<file path="src/rtl/obstacle_drive_ctrl_if.sv">
// obstacle_drive_ctrl_if: sensor inputs and H-bridge/status outputs of the rover drive controller
interface obstacle_drive_ctrl_if #(
  parameter int NUM_SENSORS = 3
);
  logic enable;
  logic [NUM_SENSORS-1:0] obstacle;
  logic motor_L_forward;
  logic motor_L_backward;
  logic motor_R_forward;
  logic motor_R_backward;
  logic [2:0] state_out;
  logic [NUM_SENSORS-1:0] led;
  modport master (
    output enable, obstacle,
    input motor_L_forward, motor_L_backward, motor_R_forward, motor_R_backward, state_out, led
  );
  modport slave (
    input enable, obstacle,
    output motor_L_forward, motor_L_backward, motor_R_forward, motor_R_backward, state_out, led
  );
endinterface

</file>
<file path="src/rtl/obstacle_drive_ctrl.sv">
// obstacle_drive_ctrl: debounced obstacle-avoidance manoeuvre FSM with dead-time coast and per-wheel PWM
module obstacle_drive_ctrl #(
  parameter int NUM_SENSORS = 3,
  parameter int PWM_WIDTH = 16,
  parameter int PWM_PERIOD = 1000,
  parameter int DUTY_FWD = 760,
  parameter int DUTY_BACK = 500,
  parameter int DUTY_TURN = 780,
  parameter int DEBOUNCE = 4,
  parameter int DEAD_TIME = 50000,
  parameter int BACK_CYCLES = 25000000,
  parameter int TURN_CYCLES = 20000000
) (
  input logic fpgaclk,
  input logic reset,
  obstacle_drive_ctrl_if.slave bus
);
  localparam int C = NUM_SENSORS / 2;
  localparam int DW = $clog2(DEBOUNCE + 1);
  localparam int TM1 = DEAD_TIME > BACK_CYCLES ? DEAD_TIME : BACK_CYCLES;
  localparam int TMAX = TM1 > TURN_CYCLES ? TM1 : TURN_CYCLES;
  localparam int TW = $clog2(TMAX + 1);
  typedef enum logic [2:0] {
    IDLE = 3'd0,
    FORWARD = 3'd1,
    COAST = 3'd2,
    BACKWARD = 3'd3,
    TURN_LEFT = 3'd4,
    TURN_RIGHT = 3'd5
  } state_t;
  state_t state, state_nxt, target, target_nxt;
  logic alt, alt_nxt;
  logic [TW-1:0] timer, timer_nxt;
  logic [PWM_WIDTH-1:0] pwm;
  logic [NUM_SENSORS-1:0] f, led_q;
  logic centre_blk, left_blk, right_blk, done;
  logic on_fwd, on_back, on_turn, lf, lb, rf, rb;
  for (genvar g = 0; g < NUM_SENSORS; g++) begin : g_db
    logic [DW-1:0] cnt;
    logic fb, ld, hit;
    assign hit = bus.obstacle[g] != fb && cnt == DW'(DEBOUNCE - 1);
    assign f[g] = fb;
    assign led_q[g] = ld;
    // count consecutive raw samples disagreeing with the filtered flag; flip when the run is long enough
    always_ff @(posedge fpgaclk or posedge reset)
      if (reset) begin
        cnt <= '0;
        fb <= 1'b0;
        ld <= 1'b1;
      end else begin
        cnt <= (bus.obstacle[g] == fb || hit) ? '0 : cnt + 1'b1;
        fb <= hit ? ~fb : fb;
        ld <= hit ? fb : ~fb;
      end
  end
  assign bus.led = led_q;
  assign bus.state_out = state;
  assign centre_blk = f[C];
  assign right_blk = |f[C-1:0];
  assign left_blk = |f[NUM_SENSORS-1:C+1];
  assign done = timer == '0;
  // free-running PWM counter shared by both wheels, independent of the manoeuvre
  always_ff @(posedge fpgaclk or posedge reset)
    if (reset) pwm <= '0;
    else pwm <= pwm == PWM_WIDTH'(PWM_PERIOD - 1) ? '0 : pwm + 1'b1;
  // state register with manoeuvre timer, latched post-coast target and tie-break toggle
  always_ff @(posedge fpgaclk or posedge reset)
    if (reset) begin
      state <= IDLE;
      target <= IDLE;
      alt <= 1'b0;
      timer <= '0;
    end else begin
      state <= state_nxt;
      target <= target_nxt;
      alt <= alt_nxt;
      timer <= timer_nxt;
    end
  // next-state: every direction change goes through COAST; timer reloads on each state entry
  always_comb begin
    state_nxt = state;
    target_nxt = target;
    alt_nxt = alt;
    if (!bus.enable) state_nxt = IDLE;
    else
      case (state)
        IDLE: begin
          state_nxt = COAST;
          target_nxt = FORWARD;
        end
        FORWARD: if (|f) begin
          state_nxt = COAST;
          target_nxt = centre_blk || (left_blk && right_blk) ? BACKWARD : right_blk ? TURN_LEFT : TURN_RIGHT;
        end
        COAST: if (done) state_nxt = target;
        BACKWARD: if (done) begin
          state_nxt = COAST;
          target_nxt = left_blk && !right_blk ? TURN_RIGHT : right_blk && !left_blk ? TURN_LEFT : alt ? TURN_RIGHT : TURN_LEFT;
          alt_nxt = left_blk == right_blk ? !alt : alt;
        end
        TURN_LEFT, TURN_RIGHT: if (done) begin
          state_nxt = COAST;
          target_nxt = FORWARD;
        end
        default: state_nxt = IDLE;
      endcase
    timer_nxt = state_nxt == state ? (done ? timer : timer - 1'b1) :
                state_nxt == COAST ? TW'(DEAD_TIME - 1) :
                state_nxt == BACKWARD ? TW'(BACK_CYCLES - 1) :
                (state_nxt == TURN_LEFT || state_nxt == TURN_RIGHT) ? TW'(TURN_CYCLES - 1) : '0;
  end
  // bridge drive per state; forward and reverse sets are disjoint per wheel so shoot-through cannot occur
  always_comb begin
    on_fwd = pwm < PWM_WIDTH'(DUTY_FWD);
    on_back = pwm < PWM_WIDTH'(DUTY_BACK);
    on_turn = pwm < PWM_WIDTH'(DUTY_TURN);
    lf = (state == FORWARD && on_fwd) || (state == TURN_RIGHT && on_turn);
    lb = (state == BACKWARD && on_back) || (state == TURN_LEFT && on_turn);
    rf = (state == FORWARD && on_fwd) || (state == TURN_LEFT && on_turn);
    rb = (state == BACKWARD && on_back) || (state == TURN_RIGHT && on_turn);
  end
  // registered bridge outputs; disable clears them on the same edge the FSM drops to IDLE
  always_ff @(posedge fpgaclk or posedge reset)
    if (reset) {bus.motor_L_forward, bus.motor_L_backward, bus.motor_R_forward, bus.motor_R_backward} <= 4'b0;
    else {bus.motor_L_forward, bus.motor_L_backward, bus.motor_R_forward, bus.motor_R_backward} <= bus.enable ? {lf, lb, rf, rb} : 4'b0;
endmodule

</file>
<file path="src/flat_wrapper.sv">
// flat-port wrapper written by rule: the top's interface ports become plain ports
module obstacle_drive_ctrl_flat 
#(
  parameter int NUM_SENSORS = 3,
  parameter int PWM_WIDTH = 16,
  parameter int PWM_PERIOD = 1000,
  parameter int DUTY_FWD = 760,
  parameter int DUTY_BACK = 500,
  parameter int DUTY_TURN = 780,
  parameter int DEBOUNCE = 4,
  parameter int DEAD_TIME = 50000,
  parameter int BACK_CYCLES = 25000000,
  parameter int TURN_CYCLES = 20000000
)
  (fpgaclk, reset, bus_enable, bus_obstacle, bus_motor_L_forward, bus_motor_L_backward, bus_motor_R_forward, bus_motor_R_backward, bus_state_out, bus_led);
  obstacle_drive_ctrl_if #(.NUM_SENSORS(NUM_SENSORS)) bus_i ();
  input logic fpgaclk;
  input logic reset;
  input wire logic [$bits(bus_i.enable)-1:0] bus_enable;
  input wire logic [$bits(bus_i.obstacle)-1:0] bus_obstacle;
  output wire logic [$bits(bus_i.motor_L_forward)-1:0] bus_motor_L_forward;
  output wire logic [$bits(bus_i.motor_L_backward)-1:0] bus_motor_L_backward;
  output wire logic [$bits(bus_i.motor_R_forward)-1:0] bus_motor_R_forward;
  output wire logic [$bits(bus_i.motor_R_backward)-1:0] bus_motor_R_backward;
  output wire logic [$bits(bus_i.state_out)-1:0] bus_state_out;
  output wire logic [$bits(bus_i.led)-1:0] bus_led;
  assign bus_i.enable = bus_enable;
  assign bus_i.obstacle = bus_obstacle;
  assign bus_motor_L_forward = bus_i.motor_L_forward;
  assign bus_motor_L_backward = bus_i.motor_L_backward;
  assign bus_motor_R_forward = bus_i.motor_R_forward;
  assign bus_motor_R_backward = bus_i.motor_R_backward;
  assign bus_state_out = bus_i.state_out;
  assign bus_led = bus_i.led;
  obstacle_drive_ctrl #(.NUM_SENSORS(NUM_SENSORS), .PWM_WIDTH(PWM_WIDTH), .PWM_PERIOD(PWM_PERIOD), .DUTY_FWD(DUTY_FWD), .DUTY_BACK(DUTY_BACK), .DUTY_TURN(DUTY_TURN), .DEBOUNCE(DEBOUNCE), .DEAD_TIME(DEAD_TIME), .BACK_CYCLES(BACK_CYCLES), .TURN_CYCLES(TURN_CYCLES)) u_core (.fpgaclk(fpgaclk), .reset(reset), .bus(bus_i));
endmodule
</file>
<file path="config.mk">
export PLATFORM = sky130hd
export DESIGN_NAME = obstacle_drive_ctrl_flat
export DESIGN_NICKNAME = d
export VERILOG_FILES = /design/src/rtl/obstacle_drive_ctrl_if.sv /design/src/rtl/obstacle_drive_ctrl.sv /design/src/flat_wrapper.sv
export SDC_FILE = /design/constraint.sdc
export NUM_CORES = 1
export LEC_CHECK = 0
export BUFFER_PORTS_ARGS = -buffer_cell sky130_fd_sc_hd__buf_2
export CAP_MARGIN = 20
export CORE_MARGIN = 2
export CORE_UTILIZATION = 30
export CTS_CLUSTER_SIZE = 40
export DETAILED_ROUTE_END_ITERATION = 12
export PLACE_DENSITY = 0.49
export SLEW_MARGIN = 5
export SYNTH_ARGS = -nofsm -noshare
export SYNTH_HDL_FRONTEND = slang
export SYNTH_SLANG_ARGS = --single-unit
</file>
<file path="constraint.sdc">
create_clock -name fpgaclk -period 2.7 [get_ports fpgaclk]
set_input_delay 0.135 -clock fpgaclk [delete_from_list [all_inputs] [get_ports fpgaclk]]
set_output_delay 0.135 -clock fpgaclk [all_outputs]
set_load 0.01 [all_outputs]
</file>
==> run_results.csv <==
group,metric,value,unit
timing,skew,5.48,ps
global_route,grt_max_degree,29,
worst_setup_path,end_kind,"register",
worst_setup_path,worst-r2r-setup-slack,80,ps
drt,vias,2734,
yosys,synth-edff-count,0,
timing,fin_hold_ws,85.3,ps
clocking,cts_buffers,9,
yosys,total_of_warnings_raised_by_yosys,0,
global_route,via_count_of_the_first_global_routing_pass,2715,
global_route,grt_first_pass_wirelength,13200,um
clocking,postCtsSetupBuffers,0,
timing,timing_max_transition_violations_final,0,
worst_setup_path,crit_path_end,"u_core.timer[9]",
worst_setup_path,cpMostUsedCell,"or4_4",
drt,first_iter_violations,125,
global_route,gr_met1_demand_resource,16.7,%
die,chip_height,113,um
drt,drtPass1Iterations,4,
placement,detailedPlacementHpwl,5680,um
die,effective_utilization_at_floorplan,30.9,%
placement,placedInstanceArea,3930,sq um
timing,min_period,2620,ps
yosys,synth_top_cell_area_share,44.9,%
clocking,cts_max_path_buffers,2,
worst_setup_path,worstPathCellList,"or4_4 -> or4_4 -> buf_4 -> or4_4 -> nor3_4 -> nor2_1",
yosys,seq_area_frac_synth,47.2,%
clocking,clkLatencyLatePin,330,ps
drt,via_per_inst,4.90,
die,coreArea,11500,sq um
drt,wl_per_cell,14.0,um
layout,stdcell_count,558,
yosys,syn_inst,372,
global_route,met3_usage,3.54,%
yosys,synth_area_leader_cell,"dfrtp_1",
global_route,grt_overflow,0,
timing,slew-limit-headroom,51.5,%
yosys,synth-seq-cells,67,
drt,route.detailed.drc,0,
timing,rsz0062_at_grt,"false",
clocking,sink_count,67,
global_route,antenna_found_initial,0,
pwr,internal-power,2.22,mW
layout,antenna_cells_inserted,0,
pwr,power.static_leakage,1.92,nW
pwr,share_comb_of_total_power,19.1,%
timing,max_freq,382,MHz
timing,setup_viol,0,
die,number_of_core_rows,39,
yosys,synth_area,3560,sq um
layout,layout.cells.most_common_list,"dfrtp_1, nor2_1, o21ai_0",
pwr,swShare,28.3,%
timing,setup_total_negative_slack,0,ps
worst_setup_path,arrival,2830,ps
placement,portBuffers,15,
timing,pin_slew_with_the_least_headroom_to_its_limit,720,ps
pwr,p_seq_share,40.2,%
worst_setup_path,rr_worst_depth,6,
pwr,power.ir.vdd_worst,0.415,mV
global_route,grtUsageMet2,20.7,%
drt,route.antenna.remaining_nets,0,
worst_setup_path,worst-path-max-fanout,7,
drt,drt-total-wl,7810,um
worst_setup_path,timing.setup.critical_path_class,"register to register",
yosys,netlist_top_cells_area,"dfrtp_1, xnor2_1, nor2_1",
placement,cell_count_after_placement,541,
yosys,syn-num-nets,390,
die,io-pin-count,16,
yosys,synthDistinctLibCells,52,
worst_setup_path,worstPathRequired,2910,ps
worst_hold_path,hold_sp,"bus_obstacle[2]",
clocking,path_clk_slew,60,ps
pwr,net-switching-power,878,uW
worst_setup_path,crit_path_start,"u_core.timer[9]",
clocking,cts_tree,"done",
clocking,htree_levels,3,
timing,final-hold-violation-count,0,
worst_hold_path,hold_path_class,"input pin to register",
worst_setup_path,timing.critical_path.from_type,"register",
layout,layout-drive-gt1-share,18.1,%
run,max_cap_check_violation_count,0,
global_route,grt_most_used_layer,"met2",
timing,post-route-period-util,96.9,%
die,full_die_area,12800,sq um
yosys,ys_async_sr_fraction,100,%
global_route,track_usage,13.1,%
placement,place.gp.congestion,0.830,
worst_setup_path,cp_slowest_cell,"or4_4",
pwr,power.density,721,nW/um^2
worst_setup_path,rr_endpoint,"u_core.timer[9]",
worst_setup_path,rr_startpoint,"u_core.timer[9]",
layout,design_area,4300,sq um
layout,mostFrequentLayoutCell,"dfrtp_1",
layout,synthToLayoutAreaGrowth,20.5,%
clocking,clk_root_buffer_cell,"clkbuf_16",
yosys,ys_dominant_reg_cell,"dfrtp_1",
layout,final_net_count,428,
pwr,clock_power_share,40.7,%
die,die_w,113,um
status,outcome,"complete, no violations",
yosys,synth_area_per_inst,9.58,sq um
worst_setup_path,critical_path.max_stage_delay,560,ps
==> worst max-delay path: cells and delay by family, from the launching register on <==
family	cells	cell delay, ps
buffers and inverters	1	180
flip-flops	1	430
AND/OR/NAND/NOR	5	1900
==> area by class of cell <==
cell class,instances,area [sq um]
Clock buffer,9,225
Tap cell,143,179
Clock inverter,7,100
Multi-Input combinational cell,274,1770
Fill cell,1159,7220
Sequential cell,67,1680
Inverter,19,71.3
Timing Repair Buffer,39,270
==> power groups by stage <==
| stage | logic (mW) | registers [mW] | clock network [mW] |
|---|---|---|---|
| after floorplan | 0.448 | 1.24 | 0 |
| after global placement | 0.587 | 1.26 | 0 |
| after detailed placement | 0.588 | 1.26 | 0 |
| after CTS | 0.594 | 1.25 | 1.31 |
| after global routing | 0.680 | 1.26 | 1.35 |
| final | 0.590 | 1.25 | 1.26 |
==> repair_timing <==
item	4_1_cts	5_1_grt
setup endpoints to repair	0	21
hold buffers	1	0
hold endpoints to repair	12	0
resized for setup	0	9
==> registers in the layout, summed over array words and instances, names as in the netlist, 2 cells and up <==
signal,flops
u_core.pwm,16
u_core.g_db.cnt,9
u_core.target,3
u_core.g_db.fb,2
u_core.bus.state_out,3
u_core.timer,25
u_core.g_db.ld,3
==> worst min path at each step <==
stage                                             end  depth (start not counted)
after detailed placement  u_core.bus.motor_L_backward                          2
after floorplan                     u_core.g_db[0].fb                          2
after global routing                u_core.centre_blk                          2
final                               u_core.g_db[2].fb                          3
after CTS                           u_core.g_db[2].fb                          3
after global placement     u_core.bus.motor_R_forward                          2
==> synth_stat cells, drive strengths merged, types with 2 or more instances <==
| master | number |
|---|---|
| or3 | 4 |
| nor4 | 12 |
| or4 | 5 |
| nand3b | 2 |
| nand4 | 4 |
| or2 | 4 |
| nor3 | 13 |
| nand3 | 12 |
| mux2i | 3 |
| dfstp | 3 |
| nor2 | 55 |
| o31ai | 3 |
| and3 | 5 |
| clkbuf | 4 |
| dfrtp | 64 |
| xnor2 | 24 |
| ha | 12 |
| o21ai | 29 |
| nor4b | 3 |
| a211oi | 4 |
| o21a | 5 |
| nand2b | 7 |
| nor2b | 5 |
| o2111ai | 3 |
| buf | 8 |
| nand2 | 22 |
| xor2 | 15 |
| a21oi | 9 |
| inv | 19 |
==> through the flow <==
| stage | utilization, % | setup slack (ps) | power (mW) |
|---|---|---|---|
| floorplan | - | 216 | 1.69 |
| finish | 37.3 | 83.5 | 3.10 |
| CTS | 37.0 | 81.4 | 3.15 |
| detailed placement | 34.1 | 102 | 1.85 |
| global route | 37.3 | 12.5 | 3.29 |
| global placement | 34.1 | 104 | 1.84 |
==> kinds of logic (layout without fill, tap and decap cells) <==
logic type	after synthesis	count (layout)	share of synthesized area [%]
simple gates	156	156	22.1
mux	4	4	1.16
xor+xnor	39	39	9.59
fa+ha+maj	12	12	4.21
flops	67	67	47.2
compound gates	63	63	11.6
buf+inv	31	74	4.18
==> layer usage <==
metal	vias up	part of all wire [%]
met5	-	0
met3	12	2.5
met1	1325	48
met4	0	1.8
li1	1369	-
met2	28	47
Note: power is estimated with default switching activity, not from simulation.
